`config.mk`:
```
export PLATFORM = sky130hd
export DESIGN_NAME = ram_port_arbiter
export DESIGN_NICKNAME = d
export VERILOG_FILES = /design/src/rtl/ram_arb_pkg.sv /design/src/rtl/screen_fill_engine.sv /design/src/rtl/ram_port_arbiter.sv
export SDC_FILE = /design/constraint.sdc
export NUM_CORES = 1
export LEC_CHECK = 0
export ABC_AREA = 0
export CORE_ASPECT_RATIO = 1.2
export CORE_MARGIN = 2
export CORE_UTILIZATION = 51
export CTS_BUF_LIST = sky130_fd_sc_hd__clkbuf_8
export CTS_CLUSTER_DIAMETER = 200
export DETAILED_ROUTE_END_ITERATION = 10
export DONT_BUFFER_PORTS = 1
export PLACE_DENSITY = 0.63
export SYNTH_ARGS = -nofsm -noshare
export SYNTH_HDL_FRONTEND = slang
export SYNTH_SLANG_ARGS = --single-unit
```
`constraint.sdc`:
```
create_clock -name CPUclk -period 2.81 [get_ports CPUclk]
set_input_delay 0.562 -clock CPUclk [delete_from_list [all_inputs] [get_ports CPUclk]]
set_output_delay 0.562 -clock CPUclk [all_outputs]
set_load 0.02 [all_outputs]
```
`src/rtl/ram_arb_pkg.sv`:
```
// ram_arb_pkg: shared types and defaults for the RAM port arbiter.
// Arbiter FSM state, grant encoding, default widths, counter width helper.
package ram_arb_pkg;

  typedef enum logic {
    IDLE = 1'b0,
    FILL = 1'b1
  } arb_state_t;

  typedef enum logic [1:0] {
    GNT_NONE = 2'd0,
    GNT_CPU  = 2'd1,
    GNT_FILL = 2'd2
  } grant_t;

  localparam int DEF_WIDTH          = 16;
  localparam int DEF_REGISTER_COUNT = 2048;
  localparam int DEF_AW             = $clog2(DEF_REGISTER_COUNT);

  function automatic int cnt_w(input int n);
    return (n > 1) ? $clog2(n) : 1;
  endfunction

endpackage

```
`src/rtl/screen_fill_engine.sv`:
```
// screen_fill_engine: sequences one pattern word over the framebuffer.
// Ports: i_clk/i_rst, i_fill_start/i_fill_pattern, i_fill_gnt in;
// o_fill_req/o_fill_addr/o_fill_data, o_fill_busy/o_fill_done out.
module screen_fill_engine
  import ram_arb_pkg::*;
#(
  parameter int WIDTH             = DEF_WIDTH,
  parameter int AW                = DEF_AW,
  parameter int RAM_SCREEN_OFFSET = 1024,
  parameter int SCREEN_WORDS      = 1024
) (
  input  logic             i_clk,
  input  logic             i_rst,
  input  logic             i_fill_start,
  input  logic [WIDTH-1:0] i_fill_pattern,
  input  logic             i_fill_gnt,
  output logic             o_fill_req,
  output logic [AW-1:0]    o_fill_addr,
  output logic [WIDTH-1:0] o_fill_data,
  output logic             o_fill_busy,
  output logic             o_fill_done
);

  localparam int CW = cnt_w(SCREEN_WORDS);
  localparam logic [CW-1:0] LAST = CW'(SCREEN_WORDS - 1);

  arb_state_t       r_state;
  logic [CW-1:0]    r_cnt;
  logic [WIDTH-1:0] r_pat;
  logic             r_busy;
  logic             r_done;

  always_ff @(posedge i_clk) begin
    if (i_rst) begin
      r_state <= IDLE;
      r_cnt   <= '0;
      r_pat   <= '0;
      r_busy  <= 1'b0;
      r_done  <= 1'b0;
    end else begin
      r_done <= 1'b0;
      case (r_state)
        IDLE: begin
          if (i_fill_start) begin
            r_state <= FILL;
            r_busy  <= 1'b1;
            r_pat   <= i_fill_pattern;
            r_cnt   <= '0;
          end
        end
        FILL: begin
          if (i_fill_gnt) begin
            // stop exactly on the last index, never wrap
            if (r_cnt == LAST) begin
              r_state <= IDLE;
              r_busy  <= 1'b0;
              r_done  <= 1'b1;
              r_cnt   <= '0;
            end else begin
              r_cnt <= r_cnt + CW'(1);
            end
          end
        end
        default: r_state <= IDLE;
      endcase
    end
  end

  assign o_fill_req  = (r_state == FILL);
  assign o_fill_addr = AW'(RAM_SCREEN_OFFSET) + AW'(r_cnt);
  assign o_fill_data = r_pat;
  assign o_fill_busy = r_busy;
  assign o_fill_done = r_done;

endmodule

```
`src/rtl/ram_port_arbiter.sv`:
```
// ram_port_arbiter: shares the RAM CPU port between CPU and fill engine.
// Ports: CPUclk/rst; cpu_* request side; fill_* control; ram_* RAM port.
// Build option: RAM_ARB_STARVE_GUARD_EN forces a fill grant after
// STARVE_LIMIT back-to-back CPU grants during a fill.
module ram_port_arbiter
  import ram_arb_pkg::*;
#(
  parameter int WIDTH             = DEF_WIDTH,
  parameter int REGISTER_COUNT    = DEF_REGISTER_COUNT,
  parameter int RAM_SCREEN_OFFSET = 1024,
  parameter int SCREEN_WORDS      = 1024,
  parameter int STARVE_LIMIT      = 4,
  localparam int AW = $clog2(REGISTER_COUNT)
) (
  input  logic             CPUclk,
  input  logic             rst,
  input  logic             cpu_req,
  input  logic [AW-1:0]    cpu_addr,
  input  logic [WIDTH-1:0] cpu_wdata,
  input  logic             cpu_we,
  output logic             cpu_ready,
  output logic             cpu_rvalid,
  output logic [WIDTH-1:0] cpu_rdata,
  input  logic             fill_start,
  input  logic [WIDTH-1:0] fill_pattern,
  output logic             fill_busy,
  output logic             fill_done,
  output logic [AW-1:0]    ram_addr,
  output logic [WIDTH-1:0] ram_wdata,
  output logic             ram_we,
  input  logic [WIDTH-1:0] ram_rdata
);

`ifdef RAM_ARB_STARVE_GUARD_EN
  localparam bit GUARD = 1'b1;
`else
  localparam bit GUARD = 1'b0;
`endif

  localparam int SW = $clog2(STARVE_LIMIT + 1);

  grant_t           w_gnt;
  logic             w_fill_req;
  logic             w_fill_ok;
  logic             w_force;
  logic [AW-1:0]    w_fill_addr;
  logic [WIDTH-1:0] w_fill_data;
  logic [SW-1:0]    r_starve;
  logic             r_rvalid;

  screen_fill_engine #(
    .WIDTH             (WIDTH),
    .AW                (AW),
    .RAM_SCREEN_OFFSET (RAM_SCREEN_OFFSET),
    .SCREEN_WORDS      (SCREEN_WORDS)
  ) u_fill (
    .i_clk          (CPUclk),
    .i_rst          (rst),
    .i_fill_start   (fill_start),
    .i_fill_pattern (fill_pattern),
    .i_fill_gnt     (w_gnt == GNT_FILL),
    .o_fill_req     (w_fill_req),
    .o_fill_addr    (w_fill_addr),
    .o_fill_data    (w_fill_data),
    .o_fill_busy    (fill_busy),
    .o_fill_done    (fill_done)
  );

  // no fill write may land during reset
  assign w_fill_ok = w_fill_req & ~rst;
  assign w_force   = GUARD && (r_starve == SW'(STARVE_LIMIT));

  always_comb begin
    w_gnt = GNT_NONE;
    if (w_fill_ok && w_force)
      w_gnt = GNT_FILL;
    else if (cpu_req)
      w_gnt = GNT_CPU;
    else if (w_fill_ok)
      w_gnt = GNT_FILL;
  end

  always_comb begin
    ram_addr  = cpu_addr;
    ram_wdata = cpu_wdata;
    ram_we    = 1'b0;
    unique case (1'b1)
      (w_gnt == GNT_CPU): ram_we = cpu_we;
      (w_gnt == GNT_FILL): begin
        ram_addr  = w_fill_addr;
        ram_wdata = w_fill_data;
        ram_we    = 1'b1;
      end
      default: ;
    endcase
  end

  // consecutive CPU wins while a fill waits; saturates at the limit
  always_ff @(posedge CPUclk) begin
    if (rst || !w_fill_req || w_gnt == GNT_FILL)
      r_starve <= '0;
    else if (w_gnt == GNT_CPU && r_starve != SW'(STARVE_LIMIT))
      r_starve <= r_starve + SW'(1);
  end

  always_ff @(posedge CPUclk) begin
    if (rst)
      r_rvalid <= 1'b0;
    else
      r_rvalid <= (w_gnt == GNT_CPU) && !cpu_we;
  end

  assign cpu_ready  = (w_gnt == GNT_CPU);
  assign cpu_rvalid = r_rvalid;
  assign cpu_rdata  = ram_rdata;

endmodule

```
# Word-level counts from Yosys, hierarchy flattened

Index checks and enable logic that the tools add are counted.

Add/subtract/negate cells: 2
Equal/unequal tests: 6
Mux-type cells: 18
Bitwise operators: 4
Reduce and logical (&&, ||, !) cells: 6

Operator list:

| cell                                                                     | count |
|---|---|
| 10-bit two-way mux                                                       | 3 |
| 10-bit case mux with 2 select lines                                      | 1 |
| 16-bit two-way mux                                                       | 1 |
| 11-bit by 10-bit adder with 11-bit output (first input constant)         | 1 |
| 11-bit two-way mux                                                       | 1 |
| 10-bit by 1-bit adder with 10-bit output (second input constant)         | 1 |
| 10-bit == test (second input constant)                                   | 1 |
| 1-bit two-way mux                                                        | 7 |
| 1-bit case mux with 2 select lines                                       | 3 |
| 2-bit two-way mux                                                        | 2 |
| 2-bit inequality test (second input constant)                            | 2 |
| 2-bit AND reduction                                                      | 2 |
| 1-bit NOT                                                                | 3 |
| 3-bit AND reduction                                                      | 1 |
| 3-bit OR reduction                                                       | 1 |
| 2-bit by 1-bit == test with 1-bit output (second input constant)         | 1 |
| 2-bit == test (second input constant)                                    | 1 |
| 2-bit by 1-bit inequality test with 1-bit output (second input constant) | 1 |
| 1-bit bitwise AND                                                        | 1 |
| 1-bit logical AND                                                        | 1 |
| 1-bit logical NOT                                                        | 1 |

Register bits after elaboration: 30
Bits of input ports: 64
Output and inout port bits: 48
Word-level logic and storage cells: 42

# Longest topological paths before layout

Depth after elaboration: 7
Gate-level depth with buffers: 5
Gate-level depth less buffers: 5

# Hierarchy

A second synthesis with hierarchy kept.

Cells, all modules: 152
Area, all modules: 1602.8 um2

By module, submodules not included:

| module             | times used | cells each | area each (um2) | seq. area each (um2) |
|---|---|---|---|---|
| screen_fill_engine | 1          | 101        | 1097.3          | 580.6 |
| ram_port_arbiter   | 1          | 51         | 505.5           | 20.0 |

# Worst setup path after synthesis

Ideal clock, no wire load.

Path type: in2out
Start: in rst
End: out ram_addr[1]
Arrival: 1553 ps
Data required time: 2248 ps
Setup slack: 695 ps
Cell stages on the path: 5
Buffers on the path: 2
Cell sequence: or3b_4 clkbuf_1 buf_2 nand2_1 nand2_1

Word-level cells in the longest chain between the ends: 6

Ends and longest elaborated chain:

| what               | line                   | source |
|---|---|---|
| start, declared    | ram_port_arbiter.sv:16 | `input logic rst,` |
| 1-bit NOT          | ram_port_arbiter.sv:70 | `assign w_fill_ok = w_fill_req & ~rst;` |
| 1-bit bitwise AND  | ram_port_arbiter.sv:70 |  |
| 2-bit two-way mux  | ram_port_arbiter.sv:79 | `else if (w_fill_ok)` |
| 2-bit two-way mux  | ram_port_arbiter.sv:77 | `else if (cpu_req)` |
| 2-bit == test      | n/a                    |  |
| 11-bit two-way mux | ram_port_arbiter.sv:87 | `unique case (1'b1)` |
| end, declared      | ram_port_arbiter.sv:28 | `output logic [AW-1:0] ram_addr,` |

No other way between the ends.

# Worst setup path in the final report

Start: reg u_fill.r_state (netlist: u_fill.o_fill_req)
End: out ram_wdata[15]

Word-level cells in the longest chain between the ends: 5

Ends and longest elaborated chain:

| what                   | line                     | source |
|---|---|---|
| start, declared        | screen_fill_engine.sv:27 | `arb_state_t r_state;` |
| start signal, assigned | screen_fill_engine.sv:35 | `r_state <= IDLE;` |
| start signal, assigned | screen_fill_engine.sv:45 | `r_state <= FILL;` |
| start signal, assigned | screen_fill_engine.sv:55 | `r_state <= IDLE;` |
| 1-bit bitwise AND      | ram_port_arbiter.sv:70   |  |
| 2-bit two-way mux      | ram_port_arbiter.sv:79   |  |
| 2-bit two-way mux      | ram_port_arbiter.sv:77   |  |
| 2-bit == test          | n/a                      |  |
| 16-bit two-way mux     | ram_port_arbiter.sv:87   |  |
| end, declared          | ram_port_arbiter.sv:29   | `output logic [WIDTH-1:0] ram_wdata,` |

No other way between the ends.

==> results_dict.tcl <==
set metrics [dict create \
    status "completed" \
    vias 1316 \
    antenna_found_initial 0 \
    hold_path.class "input port to flip-flop" \
    finClkSkew_ps 4.84 \
    place_inst 221 \
    synthToLayoutAreaGrowth_pct 0.391 \
    core-area_mm2 0.00303 \
    hpwl_mm 2.49 \
    cts_hold_buf 0 \
    period_share_pct 76.3 \
    die_y_um 65.4 \
    grt_max_degree 32 \
    synth_edf_count 0 \
    synth_cell_types 33 \
    tritoncts "yes" \
    crit_fanout 31 \
    post_cts_buffers 0 \
    slew_violations 0 \
    antenna_left 0 \
    vdd_drop_max_mv 0.486 \
    clk_pin_slew_ps 60 \
    portBuffers 0 \
    clockBufferDepth 2 \
    finalNetCount 257 \
    cts.sinks 30 \
    wl_per_cell_um 14.9 \
    grt_use_total_pct 19.4 \
    grt_overflow 0 \
    ys_ff_latch 30 \
    path_common_cell "nand2_1" \
    ys_seq_area_share_pct 37.5 \
    cp.required_ps 2250 \
    finalPower_uw 1010 \
    maxCapViolations 0 \
    pin_count 112 \
    netlist_area_mm2 0.00160 \
    initial_core_util_pct 52.9 \
    critPathTopFamily "simple AND/OR/NAND/NOR gates" \
    dieArea_mm2 0.00360 \
    rsz0062_at_grt "false" \
    place.gp.congestion 0.780 \
    fin_crit_ps 2140 \
    synthFlopType "dfxtp_1" \
    syn_avg_cell_area_um2 7.62 \
    root_buffer "clkbuf_8" \
    final_cells 229 \
    grt_pass1_wl_mm 5.15 \
    cts_resized 0 \
    cp_data_arrival_time_ps 1580 \
    crit_path_top_delay_cell "or3b_4" \
    setup_violations 0 \
    totalWireLength_mm 3.42 \
    tns_ps 0 \
    syn_nets 275 \
    synthXorXnorAreaFrac_pct 4.38 \
    synth-async-reset-ratio_pct 0 \
    synth_compound_area_share_pct 16.7 \
    hold_ws_ps 355 \
    synth_fa_ha_area_share_pct 0.782 \
    n_antenna_cell 0 \
    drive_gt1_share_pct 7.25 \
    drt_first_pass_iters 4 \
    grt_pass1_vias 1204 \
    cp_cell_sequence "or3b_4 > nand2_1 > nand2_1" \
    relSlewSlack_pct 24.6 \
    h-tree-depth 2 \
    worst-path-buf-inv 0 \
    syn_inst 210 \
    muxShareOfSynthArea_pct 0 \
    num_rows 22 \
    p_leak_uw 0.000710 \
    cp_slowest_stage_delay_ps 580 \
    timing.fmax_mhz 467 \
    hold_viol 0 \
    end_kind "output port" \
    clk_latency_ps 270 \
    tightest_slew_ps 1130 \
    power-per-cell-area_mw_per_mm2 629 \
    synth_top_family_by_area "simple AND/OR/NAND/NOR gates" \
    initialDrtViolationCount 11 \
    ys_warn_count 0 \
    drc_errors 0 \
    fp.dieW_um 55.1 \
    cts_buffers 5 \
    cp-start-kind "flip-flop" \
    via_per_inst 5.75 \
    synthSimpleGateAreaFrac_pct 30.0 \
    crit_type "flip-flop to output port" \
]
==> through the flow <==
step           area (um2)  worst slack (ps)  utilization, %
3_5_place_dp         1500               595            49.5
4_1_cts              1610               631            53.1
6_report             1610               667            53.1
2_1_floorplan        1600               695               -
3_3_place_gp         1500               668            49.5
5_1_grt              1610               500            53.1
==> kinds of logic after synthesis <==
kind of cell             Yosys count
AO/OA/AOI/OAI                     30
buffers and inverters             27
XOR/XNOR                           8
flip-flops                        30
adder cells (fa/ha/maj)            1
AND/OR/NAND/NOR                  114
==> routing by layer <==
layer	global-route usage, %	share of wire [%]	vias to the layer above
li1	-	-	647
met1	21.6	39	596
met2	33.5	51	68
met3	7.05	8.8	5
met4	5.79	0.94	0
met5	0	0	-
==> path summary, 6_finish.rpt <==
path                               from               endpoint  slack (ps)  depth (start not counted)
hold / removal                      rst        u_fill.r_cnt[1]         360                          1
setup / recovery      u_fill.o_fill_req          ram_wdata[15]         670                          3
hold reg to reg   u_fill.o_fill_data[1]  u_fill.o_fill_data[1]         480                          1
setup reg to reg      u_fill.o_fill_req        u_fill.r_cnt[0]         790                          4
==> synth_stat cells, types with 2 or more instances <==
library cell  instances  area, um2
nor2_1               13       48.8
xor2_1                6       52.6
xnor2_1               2       17.5
or2b_1                2       15.0
dfxtp_1              30        601
nor3_1                3       15.0
nand2_1              84        315
buf_4                16        120
clkbuf_1              4       15.0
nand4_1               2       12.5
a22o_1               16        140
nand2b_1              2       12.5
buf_2                 6       30.0
and3_1                2       12.5
o2111ai_1             4       35.0
==> registers in the layout, indices dropped and copies added, names as in the netlist <==
register	count
u_fill.o_fill_data	16
u_fill.r_cnt	10
cpu_rvalid	1
u_fill.o_fill_busy	1
u_fill.o_fill_done	1
u_fill.o_fill_req	1
==> final cells by class <==
cell class                      count  area (um2)
Clock inverter                      3        40.0
Timing Repair Buffer                2        15.0
Tap cell                           36        45.0
Clock buffer                        5        68.8
Fill cell                         292        1420
Multi-Input combinational cell    153         837
Sequential cell                    30         601
==> where the power goes <==
group / total, uW / switching (uW) / internal (uW)
registers: 464 / 16.9 / 447
clock network: 416 / 156 / 260
logic: 130 / 92.4 / 37.2
total: 1010 / 265 / 745
==> layout by cell type, fill, tap and decap left out <==
master     Yosys  layout
a2111oi_4      1       1
a211oi_1       1       1
a21o_1         1       1
a21oi_1        1       1
a22o_1        16      16
a311oi_1       1       1
a31oi_1        1       1
a41o_1         1       1
and3_1         2       2
buf_4         16       2
bufinv_16      0       1
clkbuf_8       0       5
clkinv_2       0       2
dfxtp_1       30      30
ha_1           1       1
nand2_1       84      84
nand2b_1       2       2
nand3_1        1       1
nand4_1        2       2
nor2_1        13      13
nor2b_1        1       1
nor3_1         3       3
nor3b_1        1       1
nor3b_4        0       1
o2111ai_1      4       4
o21ai_0        1       1
o21ai_2        1       1
o22ai_1        1       1
or2b_1         2       2
or3_1          1       1
or3b_4         1       1
xnor2_1        2       2
xor2_1         6       6
Note: power is estimated with default switching activity, not from simulation.
